===== src/rtl/fetch_pkg.sv =====
// fetch_pkg: shared defaults and state encoding for the fetch redirect unit.
package fetch_pkg;

    localparam logic [31:0] RESET_PC_DEF = 32'h0000_0000;
    localparam logic [31:0] NOP_INST_DEF = 32'h0000_0013;

    typedef enum logic {
        RUN,
        TRAP_WAIT
    } fetch_state_t;

endpackage


===== src/rtl/if_id_reg.sv =====
// if_id_reg: IF/ID pipeline register; flush inserts a bubble and wins over hold.
module if_id_reg #(
    parameter logic [31:0] NOP_INST = 32'h0000_0013
) (
    input  logic        clk,
    input  logic        rst,
    input  logic        hold,
    input  logic        flush,
    input  logic [31:0] pc_in,
    input  logic [31:0] inst_in,
    output logic [31:0] pc,
    output logic [31:0] inst,
    output logic        valid
);

    logic [31:0] pc_q, pc_d, inst_q, inst_d;
    logic        valid_q, valid_d;

    always_comb begin
        pc_d    = flush ? 32'h0 : hold ? pc_q : pc_in;
        inst_d  = flush ? NOP_INST : hold ? inst_q : inst_in;
        valid_d = flush ? 1'b0 : hold ? valid_q : 1'b1;
    end

    always_ff @(posedge clk) begin
        if (rst) begin
            pc_q    <= 32'h0;
            inst_q  <= NOP_INST;
            valid_q <= 1'b0;
        end else begin
            pc_q    <= pc_d;
            inst_q  <= inst_d;
            valid_q <= valid_d;
        end
    end

    assign pc    = pc_q;
    assign inst  = inst_q;
    assign valid = valid_q;

endmodule


===== src/rtl/fetch_redirect_unit.sv =====
// fetch_redirect_unit: PC, next-PC priority, IF/ID control and redirect counter.
// FETCH_MISALIGN_TRAP_EN turns misaligned branch targets into a trap (TRAP_WAIT).
module fetch_redirect_unit
    import fetch_pkg::*;
#(
    parameter logic [31:0] RESET_PC = RESET_PC_DEF,
    parameter logic [31:0] NOP_INST = NOP_INST_DEF
) (
    input  logic        clk,
    input  logic        rst,
    input  logic        br_taken,
    input  logic [31:0] br_target,
    input  logic        epc_taken,
    input  logic [31:0] epc,
    input  logic        stall,
    input  logic [31:0] inst_in,
    output logic [31:0] pc_out,
    output logic [31:0] if_id_pc,
    output logic [31:0] if_id_inst,
    output logic        if_id_valid,
    output logic        flush_id_ex,
    output logic        misalign_exc,
    output logic [31:0] misalign_addr,
    output logic [31:0] redirect_count
);

    logic [31:0] pc_q, pc_d, cnt_q, cnt_d, tgt;
    logic        br_ok, redirect, freeze;

`ifdef FETCH_MISALIGN_TRAP_EN
    fetch_state_t state_q, state_d;
    logic         exc_q, exc_d, bad_br;
    logic [31:0]  addr_q, addr_d;

    // epc has priority, so a misaligned branch alongside it raises nothing
    always_comb begin
        br_ok    = br_taken && state_q == RUN;
        bad_br   = br_ok && !epc_taken && br_target[1:0] != 2'b00;
        tgt      = br_target;
        redirect = epc_taken || (br_ok && !bad_br);
        freeze   = bad_br || state_q == TRAP_WAIT;
        state_d  = epc_taken ? RUN : bad_br ? TRAP_WAIT : state_q;
        exc_d    = bad_br;
        addr_d   = bad_br ? br_target : 32'h0;
    end

    always_ff @(posedge clk) begin
        if (rst) begin
            state_q <= RUN;
            exc_q   <= 1'b0;
            addr_q  <= 32'h0;
        end else begin
            state_q <= state_d;
            exc_q   <= exc_d;
            addr_q  <= addr_d;
        end
    end

    assign misalign_exc  = exc_q;
    assign misalign_addr = addr_q;
`else
    always_comb begin
        br_ok    = br_taken;
        tgt      = br_target & 32'hFFFF_FFFC;
        redirect = epc_taken || br_taken;
        freeze   = 1'b0;
    end

    assign misalign_exc  = 1'b0;
    assign misalign_addr = 32'h0;
`endif

    always_comb begin
        pc_d  = epc_taken ? epc : redirect ? tgt : (stall || freeze) ? pc_q : pc_q + 32'd4;
        cnt_d = cnt_q + {31'h0, redirect};
    end

    always_ff @(posedge clk) begin
        if (rst) begin
            pc_q  <= RESET_PC;
            cnt_q <= 32'h0;
        end else begin
            pc_q  <= pc_d;
            cnt_q <= cnt_d;
        end
    end

    assign flush_id_ex    = !rst && (epc_taken || br_ok);
    assign pc_out         = pc_q;
    assign redirect_count = cnt_q;

    if_id_reg #(.NOP_INST(NOP_INST)) u_if_id (
        .clk     (clk),
        .rst     (rst),
        .hold    (stall),
        .flush   (epc_taken || br_ok || freeze),
        .pc_in   (pc_q),
        .inst_in (inst_in),
        .pc      (if_id_pc),
        .inst    (if_id_inst),
        .valid   (if_id_valid)
    );

endmodule


===== config.mk =====
export PLATFORM = sky130hd
export DESIGN_NAME = fetch_redirect_unit
export DESIGN_NICKNAME = d
export VERILOG_FILES = /design/src/rtl/fetch_pkg.sv /design/src/rtl/if_id_reg.sv /design/src/rtl/fetch_redirect_unit.sv
export SDC_FILE = /design/constraint.sdc
export NUM_CORES = 1
export LEC_CHECK = 0
export BUFFER_PORTS_ARGS = -buffer_cell sky130_fd_sc_hd__buf_2
export CORE_ASPECT_RATIO = 1.5
export CORE_MARGIN = 10
export CORE_UTILIZATION = 52
export DETAILED_ROUTE_END_ITERATION = 16
export MAX_ROUTING_LAYER = met4
export PLACE_DENSITY = 0.88
export SETUP_SLACK_MARGIN = 0.05
export SYNTH_ARGS = -nofsm -noshare
export SYNTH_HDL_FRONTEND = slang
export SYNTH_SLANG_ARGS = --single-unit

===== constraint.sdc =====
create_clock -name clk -period 7.52 [get_ports clk]
set_clock_uncertainty 0.05 [all_clocks]
set_input_delay 0.752 -clock clk [delete_from_list [all_inputs] [get_ports clk]]
set_output_delay 0.752 -clock clk [all_outputs]
set_load 0.02 [all_outputs]

==> results.py <==
metrics = {
    "sta": {
        "final-hold-violation-count": 0,
        "worst_pin_slew_ns": 0.9398,
        "finalCritPeriodShare_pct": 43.50,
        "fin_tns_setup_ns": 0,
        "final-setup-viol-count": 0,
        "fin_ws_ns": 4.249,
        "finalWorstPathRequiredPeriod_ns": 3.271,
        "slew_violations": 0,
        "fmax_mhz": 305.7,
        "rsz0062_at_grt": "false",
        "relSlewSlack_pct": 37.35,
    },
    "clock_tree": {
        "insertion_delay_ns": 0.42,
        "cts.clk_slew.worst_paths_ns": 0.06,
        "hold_buffers": 0,
        "postCtsSetupBuffers": 0,
        "cts_max_path_buffers": 2,
        "htree_num_levels": 4,
        "cts_root_buf": "clkbuf_16",
        "clock_sinks": 129,
        "cts_tree": "built",
        "cts_buffers": 17,
        "cts.repair.resized": 0,
    },
    "synthesis": {
        "synth_warnings": 0,
        "synth_top_area_share_pct": 42.00,
        "yosysTopAreaCell": "dfxtp_1",
        "synth_enable_flop_cells": 0,
        "postSynthAreaPerCell_um2": 8.599,
        "yosys-top-cells-count": "dfxtp_1 (129), nor2_1 (108), mux2i_1 (64)",
        "synthArstFlopShare_pct": 0,
        "synthFlopType": "dfxtp_1",
        "synth.ff_latch_count": 129,
        "synth_area_leaders": "dfxtp_1 (42%), mux2i_1 (10%), nor2_1 (6.6%)",
        "synth.most_common_cell": "dfxtp_1",
        "synth_cells": 715,
        "syn_area_um2": 6148,
        "synth_cell_type_count": 53,
        "synth_seq_area_share_pct": 42.00,
    },
    "worst_setup_path": {
        "regToRegSetupSlack_ns": 4.88,
        "r2r_start": "pc_out[10]$_SDFFE_PP0P_",
        "arrival_ns": 3.56,
        "cp-end-kind": "register",
        "path_class": "input pin to register",
        "worstRegToRegCells": 5,
        "cp_max_fo": 45,
        "cp-start-kind": "input pin",
        "r2r_end": "pc_out[21]$_SDFFE_PP0P_",
        "critPathRequiredTime_ns": 7.80,
    },
    "detailed_routing": {
        "initialDrtViolationCount": 453,
        "wl_per_cell_um": 18.71,
        "route.vias.total": 6099,
        "viasPerCell": 5.616,
        "wl_mm": 20.32,
        "antenna_left": 0,
        "firstDrtPassIters": 5,
        "drc": 0,
    },
    "power": {
        "clkPwrFrac_pct": 47.1,
        "switchingPower_w": 0.0004947,
        "pwr_density_cell_nw_per_um2": 227.1,
        "internal_power_w": 0.001282,
        "p_leak_nw": 3.544,
        "seqPwrFrac_pct": 41.3,
        "power_w": 0.001776,
        "ir_drop_v": 0.0001499,
        "p_sw_share_pct": 27.85,
        "share_comb_of_total_power_pct": 11.6,
    },
    "global_route": {
        "met1_usage_pct": 25.95,
        "met2_usage_pct": 41.03,
        "grt_pass1_wl_mm": 31.25,
        "grt_overflow_total": 0,
        "grt_usage_pct": 23.98,
        "grt_pass1_vias": 5983,
        "grt_use_met3_pct": 6.439,
        "grt_max_degree": 64,
        "antenna_found_initial": 1,
        "busiest_layer": "met2",
    },
    "final_layout": {
        "seqCellArea_um2": 2582,
        "fin_util_pct": 67.82,
        "layout.nets": 1026,
        "multi_input_area_um2": 3223,
        "syn2layout_area_growth_pct": 27.19,
        "fill_cells": 955,
        "drive_gt1_share_pct": 29.09,
    },
    "flow_run": {
        "maxCapViolCount": 0,
    },
    "placement": {
        "dp_slack_ns": 3.869,
        "place.gp.congestion": 0.9614,
        "hpwlAfterDp_mm": 15.02,
        "port_buffers": 228,
    },
    "worst_hold_path": {
        "hold-path-endpoint": "u_if_id.valid$_SDFFE_PP0N_",
        "hold_depth": 1,
        "hold_path.class": "register to register",
        "worstHoldStart": "u_if_id.valid$_SDFFE_PP0N_",
    },
    "floorplan": {
        "die-height_um": 153.2,
        "coreArea_um2": 11530,
        "dieArea_um2": 16660,
        "initial_utilization_pct": 53.32,
        "die_x_um": 108.8,
        "row_count": 48,
        "io_pins": 264,
    },
    "outcome": {
        "status": "finished clean",
    },
}
==> layout make-up <==
type                    count  share of cell area, %
inverters                  12                 0.5760
diodes                      1                0.03200
repair buffers            233                  15.10
clock buffers              18                  5.488
well taps                 150                  2.400
multi-input cells         529                  41.22
flip-flops and latches    129                  33.02
clock inverters            14                  2.160
==> how the worst max path moves through the flow <==
| stage | start | to | slack (ns) | depth (start not counted) |
|---|---|---|---|---|
| finish | epc_taken | pc_out[28]$_SDFFE_PP0P_ | 4.25 | 6 |
| global route | epc_taken | pc_out[28]$_SDFFE_PP0P_ | 4.09 | 6 |
| CTS | epc_taken | pc_out[28]$_SDFFE_PP0P_ | 4.31 | 6 |
| detailed placement | epc_taken | pc_out[28]$_SDFFE_PP0P_ | 3.87 | 6 |
| global placement | epc_taken | pc_out[28]$_SDFFE_PP0P_ | 3.92 | 6 |
| floorplan | epc_taken | redirect_count[24]$_SDFF_PP0_ | 4.62 | 10 |
==> worst max-delay path, cell delays in order <==
cell      delay, ns
buf_2          0.60
inv_1          0.60
nand2_1        0.77
o221ai_1       0.30
a311o_1        0.37
o22ai_1        0.14
==> power by group through the flow <==
stage          sequential (W)  clock, W  combinational [W]
6_report             0.000734  0.000836           0.000206
3_5_place_dp         0.000748         0           0.000204
3_3_place_gp         0.000746         0           0.000200
4_1_cts              0.000733  0.000845           0.000205
5_1_grt              0.000737  0.000875           0.000224
2_1_floorplan        0.000763         0           0.000124
==> routing by layer <==
layer,routed length [um],up-vias
met4,439,0
met5,0,-
met1,7534,2853
li1,-,2876
met3,1884,34
met2,10470,336
==> per-stage QoR <==
stage	cell area, um^2	hold WS (ns)	std cells
floorplan	6269	0.4950	747
global placement	7219	0.3841	1053
detailed placement	7219	0.3938	1053
CTS	7818	0.4094	1085
global route	7820	0.4313	1086
finish	7820	0.4063	1086
==> cell usage in the layout (no fill, tap or decap), types with 8 or more instances in the layout <==
cell	instances
nand4_1	8
nand2b_1	8
a211oi_1	14
o22ai_1	8
conb_1	33
nand3_1	24
o31ai_1	10
and4_1	8
mux2i_1	64
a21oi_1	37
nor4_1	19
buf_2	227
nand2_1	44
xnor2_1	25
dfxtp_1	129
nor2_1	108
o21ai_0	24
inv_1	12
clkbuf_16	17
nor3_1	18
xor2_1	11
==> registers in the layout, indices dropped and copies added, names as in the netlist <==
register        cells
redirect_count     32
u_if_id.valid       1
pc_out             32
u_if_id.pc         32
u_if_id.inst       32
==> cell families (layout without fill, tap and decap cells) <==
kind of cell,count (synthesis),in the layout,share of synthesized area (%)
buf+inv,89,277,7.570
mux,64,64,10.42
simple gates,275,275,21.92
xor+xnor,36,36,5.128
flops,129,129,42.00
other cells,1,34,0.06099
fa+ha+maj,3,3,0.6106
compound gates,118,118,12.29
Note: power is estimated with default switching activity, not from simulation.
